--- config.mk ---
export PLATFORM = sky130hd
export DESIGN_NAME = seg7_scan_driver
export DESIGN_NICKNAME = d
export VERILOG_FILES = /design/src/rtl/seg7_scan_driver.sv
export SDC_FILE = /design/constraint.sdc
export NUM_CORES = 1
export LEC_CHECK = 0
export ABC_AREA = 1
export CAP_MARGIN = 20
export CORE_UTILIZATION = 45
export DETAILED_ROUTE_END_ITERATION = 8
export GPL_TIMING_DRIVEN = 0
export PLACE_DENSITY_LB_ADDON = 0.15
export RECOVER_POWER = 25
export SLEW_MARGIN = 40
export SYNTH_ARGS = -nofsm -noshare
export SYNTH_HDL_FRONTEND = slang
export SYNTH_SLANG_ARGS = --single-unit
--- constraint.sdc ---
create_clock -name clk -period 1.9 [get_ports clk]
set_clock_uncertainty 0.2 [all_clocks]
set_input_delay 0.475 -clock clk [delete_from_list [all_inputs] [get_ports clk]]
set_output_delay 0.475 -clock clk [all_outputs]
set_load 0.01 [all_outputs]
--- src/rtl/seg7_scan_driver.sv ---
// seg7_scan_driver: time-multiplexed driver for DIGITS common-anode 7-segment
// digits on a shared active-low segment bus. It adds hex/decimal glyphs, a
// decimal point per digit, blanking, blinking and leading-zero suppression.
// New data is committed only at frame boundaries, so a frame never mixes loads.
module seg7_scan_driver #(
  parameter int DIGITS       = 4,    // multiplexed digits (2..8)
  parameter int SCAN_DIV     = 1000, // clocks per digit slot (>=2)
  parameter int BLINK_FRAMES = 64,   // frames per blink half-period (>=1)
  parameter int HEX_EN       = 1     // 1: A-F show glyphs, 0: A-F blank
) (
  input  logic                  clk,
  input  logic                  rst_n,
  input  logic [4*DIGITS-1:0]   val_in,
  input  logic [DIGITS-1:0]     dp_in,
  input  logic [DIGITS-1:0]     blank_in,
  input  logic [DIGITS-1:0]     blink_in,
  input  logic                  lzs_en,
  input  logic                  load_in,
  output logic [7:0]            seg_out,
  output logic [DIGITS-1:0]     an_out,
  output logic                  frame_out
);

  localparam int CNT_W = $clog2(SCAN_DIV);
  localparam int IDX_W = $clog2(DIGITS);
  localparam int BLK_W = (BLINK_FRAMES > 1) ? $clog2(BLINK_FRAMES) : 1;

  localparam logic [CNT_W-1:0] CNT_LAST = CNT_W'(SCAN_DIV - 1);
  localparam logic [IDX_W-1:0] IDX_LAST = IDX_W'(DIGITS - 1);
  localparam logic [BLK_W-1:0] BLK_LAST = BLK_W'(BLINK_FRAMES - 1);

  // Scan timing state
  logic [CNT_W-1:0] cnt;
  logic [IDX_W-1:0] idx;
  logic [BLK_W-1:0] blk_cnt;
  logic             blink_ph;   // 1 = blinking digits are dark

  // Shadow (loaded) and active (displayed) digit data
  logic [4*DIGITS-1:0] sh_val,   act_val;
  logic [DIGITS-1:0]   sh_dp,    act_dp;
  logic [DIGITS-1:0]   sh_blank, act_blank;
  logic [DIGITS-1:0]   sh_blink, act_blink;
  logic                pending;

  logic slot_end;
  logic frame_end;

  assign slot_end  = (cnt == CNT_LAST);
  assign frame_end = slot_end && (idx == IDX_LAST);

  // Glyph table, segments g..a, active-low. A-F blank when hex is disabled.
  function automatic logic [6:0] glyph(input logic [3:0] v);
    logic [6:0] g;
    case (v)
      4'h0: g = 7'b1000000;
      4'h1: g = 7'b1111001;
      4'h2: g = 7'b0100100;
      4'h3: g = 7'b0110000;
      4'h4: g = 7'b0011001;
      4'h5: g = 7'b0010010;
      4'h6: g = 7'b0000010;
      4'h7: g = 7'b1011000;
      4'h8: g = 7'b0000000;
      4'h9: g = 7'b0010000;
      4'hA: g = 7'b0001000;
      4'hB: g = 7'b0000011;
      4'hC: g = 7'b1000110;
      4'hD: g = 7'b0100001;
      4'hE: g = 7'b0000110;
      default: g = 7'b0001110;
    endcase
    if (HEX_EN == 0 && v > 4'd9) g = 7'b1111111;
    return g;
  endfunction

  // Prescaler, digit index, frame pulse and blink phase
  always_ff @(posedge clk or negedge rst_n) begin
    if (!rst_n) begin
      cnt       <= '0;
      idx       <= '0;
      frame_out <= 1'b0;
      blk_cnt   <= '0;
      blink_ph  <= 1'b0;
    end else begin
      // NOTE: every sequential assignment is non-blocking so all registers
      // update from the same pre-edge values regardless of statement order.
      frame_out <= frame_end;
      if (slot_end) begin
        cnt <= '0;
        idx <= (idx == IDX_LAST) ? '0 : idx + 1'b1;
      end else begin
        cnt <= cnt + 1'b1;
      end
      if (frame_end) begin
        if (blk_cnt == BLK_LAST) begin
          blk_cnt  <= '0;
          blink_ph <= ~blink_ph;
        end else begin
          blk_cnt <= blk_cnt + 1'b1;
        end
      end
    end
  end

  // Load capture into shadow and frame-synchronous commit into active
  always_ff @(posedge clk or negedge rst_n) begin
    if (!rst_n) begin
      // NOTE: the data registers are reset too, so the first frame after
      // reset shows a defined all-zero display and no stale load survives.
      sh_val    <= '0;
      sh_dp     <= '0;
      sh_blank  <= '0;
      sh_blink  <= '0;
      act_val   <= '0;
      act_dp    <= '0;
      act_blank <= '0;
      act_blink <= '0;
      pending   <= 1'b0;
    end else if (frame_end) begin
      // A load on the boundary itself bypasses the shadow.
      if (load_in) begin
        act_val   <= val_in;
        act_dp    <= dp_in;
        act_blank <= blank_in;
        act_blink <= blink_in;
      end else if (pending) begin
        act_val   <= sh_val;
        act_dp    <= sh_dp;
        act_blank <= sh_blank;
        act_blink <= sh_blink;
      end
      pending <= 1'b0;
    end else if (load_in) begin
      sh_val   <= val_in;
      sh_dp    <= dp_in;
      sh_blank <= blank_in;
      sh_blink <= blink_in;
      pending  <= 1'b1;
    end
  end

  // Leading-zero run from the leftmost digit; blanked digits still count by value
  logic [DIGITS-1:0] supp;
  logic              zero_run;

  always_comb begin
    // NOTE: defaults first so no path leaves a variable unassigned (no latch).
    supp     = '0;
    zero_run = 1'b1;
    for (int i = DIGITS - 1; i >= 0; i--) begin
      supp[i]  = lzs_en && zero_run && (act_val[4*i +: 4] == 4'd0) && (i != 0);
      zero_run = zero_run && (act_val[4*i +: 4] == 4'd0);
    end
  end

  // Next segment and anode values for the digit currently being scanned
  logic [3:0]        cur_val;
  logic [6:0]        cur_glyph;
  logic [7:0]        seg_next;
  logic [DIGITS-1:0] an_next;

  always_comb begin
    cur_val   = act_val[4*idx +: 4];
    cur_glyph = supp[idx] ? 7'b1111111 : glyph(cur_val);
    seg_next  = {~act_dp[idx], cur_glyph};
    if (act_blank[idx] || (act_blink[idx] && blink_ph)) seg_next = 8'hFF;
    an_next = '1;
    // First cycle of each slot is dead time to avoid ghosting.
    if (cnt != '0) an_next[idx] = 1'b0;
  end

  // Registered outputs, dark during reset
  always_ff @(posedge clk or negedge rst_n) begin
    if (!rst_n) begin
      seg_out <= 8'hFF;
      an_out  <= '1;
    end else begin
      seg_out <= seg_next;
      an_out  <= an_next;
    end
  end

endmodule
**Yosys cells after proc, flatten, opt, wreduce, memory -nomap -nowiden**

Memories as Yosys holds them, arrays and structs flattened.
Cells that the tools add are included.

- Shifts and indexed selects: 1
- $lt $le $gt $ge: 2
- Multiply operators: 0
- Equal/unequal tests: 3
- Bitwise operators: 4
- Divide/modulo/power cells: 0
- Mux-type cells: 26
- Reductions and logical operators: 18
- $add $sub $neg: 3

Operators by type and width:

| kind | count |
|---|---|
| $mux W16 | 2 |
| $mux W4 | 7 |
| $shiftx A16 B5 Y4 | 1 |
| $logic_not A4 Y1 | 3 |
| $add A10 B1 Y10 const B | 1 |
| $eq A10 B10 Y1 const B | 1 |
| $mux W10 | 1 |
| $reduce_bool A10 Y1 | 1 |
| $bmux W1 S2 | 4 |
| $logic_and A1 B1 Y1 | 8 |
| $mux W8 | 1 |
| $mux W1 | 7 |
| $mux W7 | 1 |
| $add A6 B1 Y6 const B | 1 |
| $eq A6 B6 Y1 const B | 1 |
| $mux W6 | 1 |
| $reduce_and A2 Y1 | 3 |
| $not A4 Y4 | 1 |
| $reduce_bool A2 Y1 | 2 |
| $lt A2 B3 Y1 const B | 1 |
| $not A1 Y1 | 3 |
| $add A2 B1 Y2 const B | 1 |
| $demux W1 S2 | 1 |
| $eq A2 B2 Y1 const B | 1 |
| 3 further kinds | 3 |

- Bits of input ports: 32
- Register bits after elaboration: 89
- Memory bits (writable): 0
- ROM bits: 112
- Bits in latches: 0
- Memories: 1

Memories:

| memory | depth | bits a word | read ports | clocked after Yosys merged registers in | write ports | line | RTL |
|---|---|---|---|---|---|---|---|
| (name not given) | 16 | 7 | 1 | 0 | 0 | 54 | `case (v)` |

**Longest topological paths before layout**

- Word-level depth: 8
- Depth in mapped cells: 11

**Worst setup path after synthesis**

OpenSTA, ideal clock, no wires.

- Path type: reg-to-reg
- From: register idx[0]
- To: register seg_out[3]
- Path slack: 109 ps
- Path buffers: 1
- Stages on the path, launching flop included: 10
- Library setup time: 96 ps
- Arrival time: 1,495 ps
- Cells stage by stage: dfrtp_1 inv_1 buf_2 nand2_1 nand3_1 nand2_1 ha_1 nand3_1 nand3_1 nand3_1

- Cells in the longest elaborated chain, start to end: 5

RTL lines:

| item | line | RTL |
|---|---|---|
| start, declared | 34 | `logic [IDX_W-1:0] idx;` |
| start signal, assigned | 90 | `idx <= (idx == IDX_LAST) ? '0 : idx + 1'b1;` |
| parallel branches: the longest is 4 deep, another holds $mem_v2 Z16 W7 | - |  |
| $mux W8 (*) | 166 | `if (act_blank[idx] \|\| (act_blink[idx] && blink_ph)) seg_next = 8'hFF;` |
| named net seg_next[3] | 159 | `logic [7:0] seg_next;` |
| end signal, assigned | 178 | `seg_out <= seg_next;` |
| end, declared | 19 | `output logic [7:0] seg_out,` |

Mark *: on every way through the listed nets, which the timed path passes. The select of a mux whose other input is x is not followed.
A chain may end at the register's enable or synchronous reset.

**Final worst setup path**

- From: input port load_in
- To: register act_val[13]

- Cells in the longest elaborated chain, start to end: 2

RTL lines:

| item | line | RTL |
|---|---|---|
| start, declared | 18 | `input logic load_in,` |
| $reduce_bool A2 Y1 (no source line) | - |  |
| $reduce_and A2 Y1 (no source line) | - |  |
| end signal, assigned | 122 | `act_val <= val_in;` |
| end signal, assigned | 127 | `act_val <= sh_val;` |
| end, declared | 39 | `logic [4*DIGITS-1:0] sh_val, act_val;` |

Several ways; a longest one is shown, not always the timed one.

==> flow_summary.yaml <==
sta:
  post-route-period-util_pct: 97.35
  max_freq_mhz: 540.6
  finalHoldViolations: 0
  fin_crit_ns: 1.850
  final.setup.worst_slack_ns: 0.05027
  worst_pin_slew_ns: 0.8076
  rsz0062_at_grt: "true"
  setup_viol: 0
  maxSlewViolCount: 0
  max_slew_margin_pct: 46.16
route:
  drt_iter0_markers: 190
  drcViolationCount: 0
  vias: 3887
  wl_um: 10360
  drt.antenna.violating_nets: 0
  drt-pass1-iter-count: 5
  routedWlPerCell_um: 13.47
  vias_per_cell: 5.055
power:
  power.leakage_nw: 2.889
  ir_drop_v: 0.0003876
  power_per_cell_area_nw_per_um2: 612.5
clock_tree:
  cts.path.max_buffers: 2
  insertion_delay_ns: 0.35
  root_buffer: "clkbuf_8"
  numCtsBuffers: 9
  clock-sinks: 89
  clk_pin_slew_ns: 0.09
  cts.htree.levels: 3
  cts_tree: "done"
setup_path:
  cp.required_ns: 1.94
  cp_max_fo: 10
  crit_type: "input pin to flip-flop"
  endpoint_kind: "flip-flop"
  path_buf_inv: 2
  start_kind: "input pin"
  path_delay_family: "buffers and inverters"
  cp_slowest_cell: "clkdlybuf4s50_1"
  arrival_ns: 1.89
  crit_chain: "clkdlybuf4s50_1 -> buf_2 -> mux2_2 -> nand3_1 -> nand2_1"
  crit_path_max_incr_delay_ns: 0.54
grt:
  grt_pass1_vias: 3698
  overflow: 0
  grt_first_pass_wirelength_um: 17620
  grt_usage_pct: 20.20
  grt_start_max_net_pins: 60
  antenna_found_initial: 0
yosys:
  netlist_top_cells_area: "dfrtp_1, nand2_1, nand3_1, dfstp_2, mux2_2"
  syn_area_um2: 4663
  synth_edf_count: 0
  ys_seq_area_share_pct: 48.08
  yosys.cell_types.count: 36
  synthFlopType: "dfrtp_1"
  yosys_warnings: 0
  avgSynthCellArea_um2: 8.342
  ys_ff_latch: 89
  synth_top_cell_area_share_pct: 41.32
  synth_area_leader_cell: "dfrtp_1"
  async_reset_ff_share_pct: 100.0
  synth_cells: 559
  syn-num-nets: 604
finish:
  nNetsFinal: 676
  area_growth_pct: 23.72
  diodes: 0
  stdcell_count: 769
  drive_gt1_share_pct: 20.75
floorplanning:
  core_area_um2: 9910
  dieHeight_um: 103.8
  die_w_um: 103.8
  start_util_pct: 47.06
  rows: 36
  design.die.area_um2: 10770
  design.portCount: 45
run_status:
  status: "finished clean"
run:
  maxCapViolations: 0
placed_design:
  dp_slack_ns: -0.5298
  place_inst: 737
  io_buffer_count: 44
  dp_hpwl_um: 7240
  gp_congestion: 0.8624
worst_hold_path:
  hold_class: "flip-flop to flip-flop"
## cells by family (layout without fill, tap and decap cells)
logic type | Yosys count | after routing | synth area share [%]
AOI/OAI and AO/OA | 18 | 18 | 2.066
xor gates and xnor gates | 5 | 5 | 0.9391
adders and majority gates | 13 | 13 | 3.488
buffers and inverters | 49 | 126 | 5.232
DFF | 89 | 89 | 48.08
muxes | 28 | 28 | 6.761
and+or+nand+nor | 357 | 357 | 33.43
## stage by stage
stage | area (um2) | total power, mW | setup TNS [ns] | hold slack (ns) | utilization, %
6_report | 5769 | 3.534 | 0 | 0.2743 | 58.22
5_1_grt | 5769 | 3.681 | -0.02673 | 0.2967 | 58.22
4_1_cts | 5552 | 3.564 | 0 | 0.2791 | 56.02
3_5_place_dp | 5299 | 2.302 | -22.33 | 0.1756 | 53.47
3_3_place_gp | 5270 | 2.288 | -285.85 | 0.2496 | 53.18
2_1_floorplan | 4663 | 2.147 | 0 | -0.02059 | -
## synthesized netlist by cell type, drive strengths merged (5+ instances only)
master / number
o21ai: 11
mux2: 28
nor2: 38
buf: 19
ha: 13
nor3: 5
a21oi: 5
nand3: 94
dfstp: 12
dfrtp: 77
nand2: 211
inv: 26
## layout make-up
class	count	area (um2)
repair buffers	61	585.6
plain buffers	22	182.7
inverters	27	105.1
well taps	133	166.4
multi-input cells	421	2288
clock buffers	12	165.2
clock inverters	4	26.28
fillers	909	4140
flip-flops and latches	89	2250
## per-layer routing
layer / share of wire, % / wire, um / GRT usage [%] / vias to the layer above
met5: 0 / 0 / 0 / -
met4: 0.96 / 99 / 6.531 / 0
met3: 4.1 / 427 / 2.454 / 8
met2: 47 / 4917 / 33.03 / 87
met1: 47 / 4915 / 27.99 / 1826
li1: - / - / - / 1966
## layout by cell type (no fill, tap or decap), types with 5 or more instances in the layout
master,count
clkbuf_4,5
ha_4,5
inv_1,22
nand2_1,203
ha_1,8
buf_4,19
a21oi_1,5
dfrtp_1,71
clkbuf_8,12
nand3_1,90
nor2_1,33
mux2_2,28
dfstp_2,12
dlygate4sd2_1,12
dfrtp_2,6
clkdlybuf4s50_1,30
o21ai_0,10
## power breakdown
group          switching, mW  internal, mW  total [mW]  leakage [nW]
Combinational          0.139         0.154       0.293          1.67
Sequential            0.0264          1.95        1.97          1.12
Clock                  0.687         0.582        1.27        0.0984
Total                  0.852          2.68        3.53          2.89
## repair_timing
item	4_1_cts	5_1_grt
hold endpoints to repair	18	0
endpoints found under the setup margin	79	68
resized for setup	27	38
pin swaps	1	6
hold buffers	1	0
buffers inserted	3	12
## flip-flops by register name, indices dropped and copies added, names as in the netlist
| register | flops |
|---|---|
| blk_cnt | 6 |
| an_out | 4 |
| seg_out | 8 |
| act_blank | 4 |
| cnt | 10 |
| idx | 2 |
| sh_val | 16 |
| pending | 1 |
| act_val | 16 |
| sh_dp | 4 |
| sh_blink | 4 |
| blink_ph | 1 |
| sh_blank | 4 |
| frame_out | 1 |
| act_dp | 4 |
| act_blink | 4 |
## path summary, 6_finish.rpt
| check | slack [ns] | startpoint | cells past startpoint | end |
|---|---|---|---|---|
| min in group asynchronous | 0.54 | rst_n | 2 | cnt[4] |
| worst max register to register | 0.11 | idx[0] | 11 | seg_out[0] |
| worst max-delay path | 0.05 | load_in | 5 | act_val[13] |
| worst min-delay path | 0.27 | act_dp[2] | 2 | act_dp[2] |
| worst min register to register | 0.27 | act_dp[2] | 2 | act_dp[2] |
| max in group asynchronous | 0.21 | rst_n | 3 | cnt[0] |
## worst reg2reg max path: cells and delay by family, from the launching register on
family	cells	cell delay, ns
flops	1	0.46
buf+inv	3	0.37
fa+ha+maj	1	0.17
simple gates	7	0.54
No activity file was read; power rests on OpenSTA's default activity.
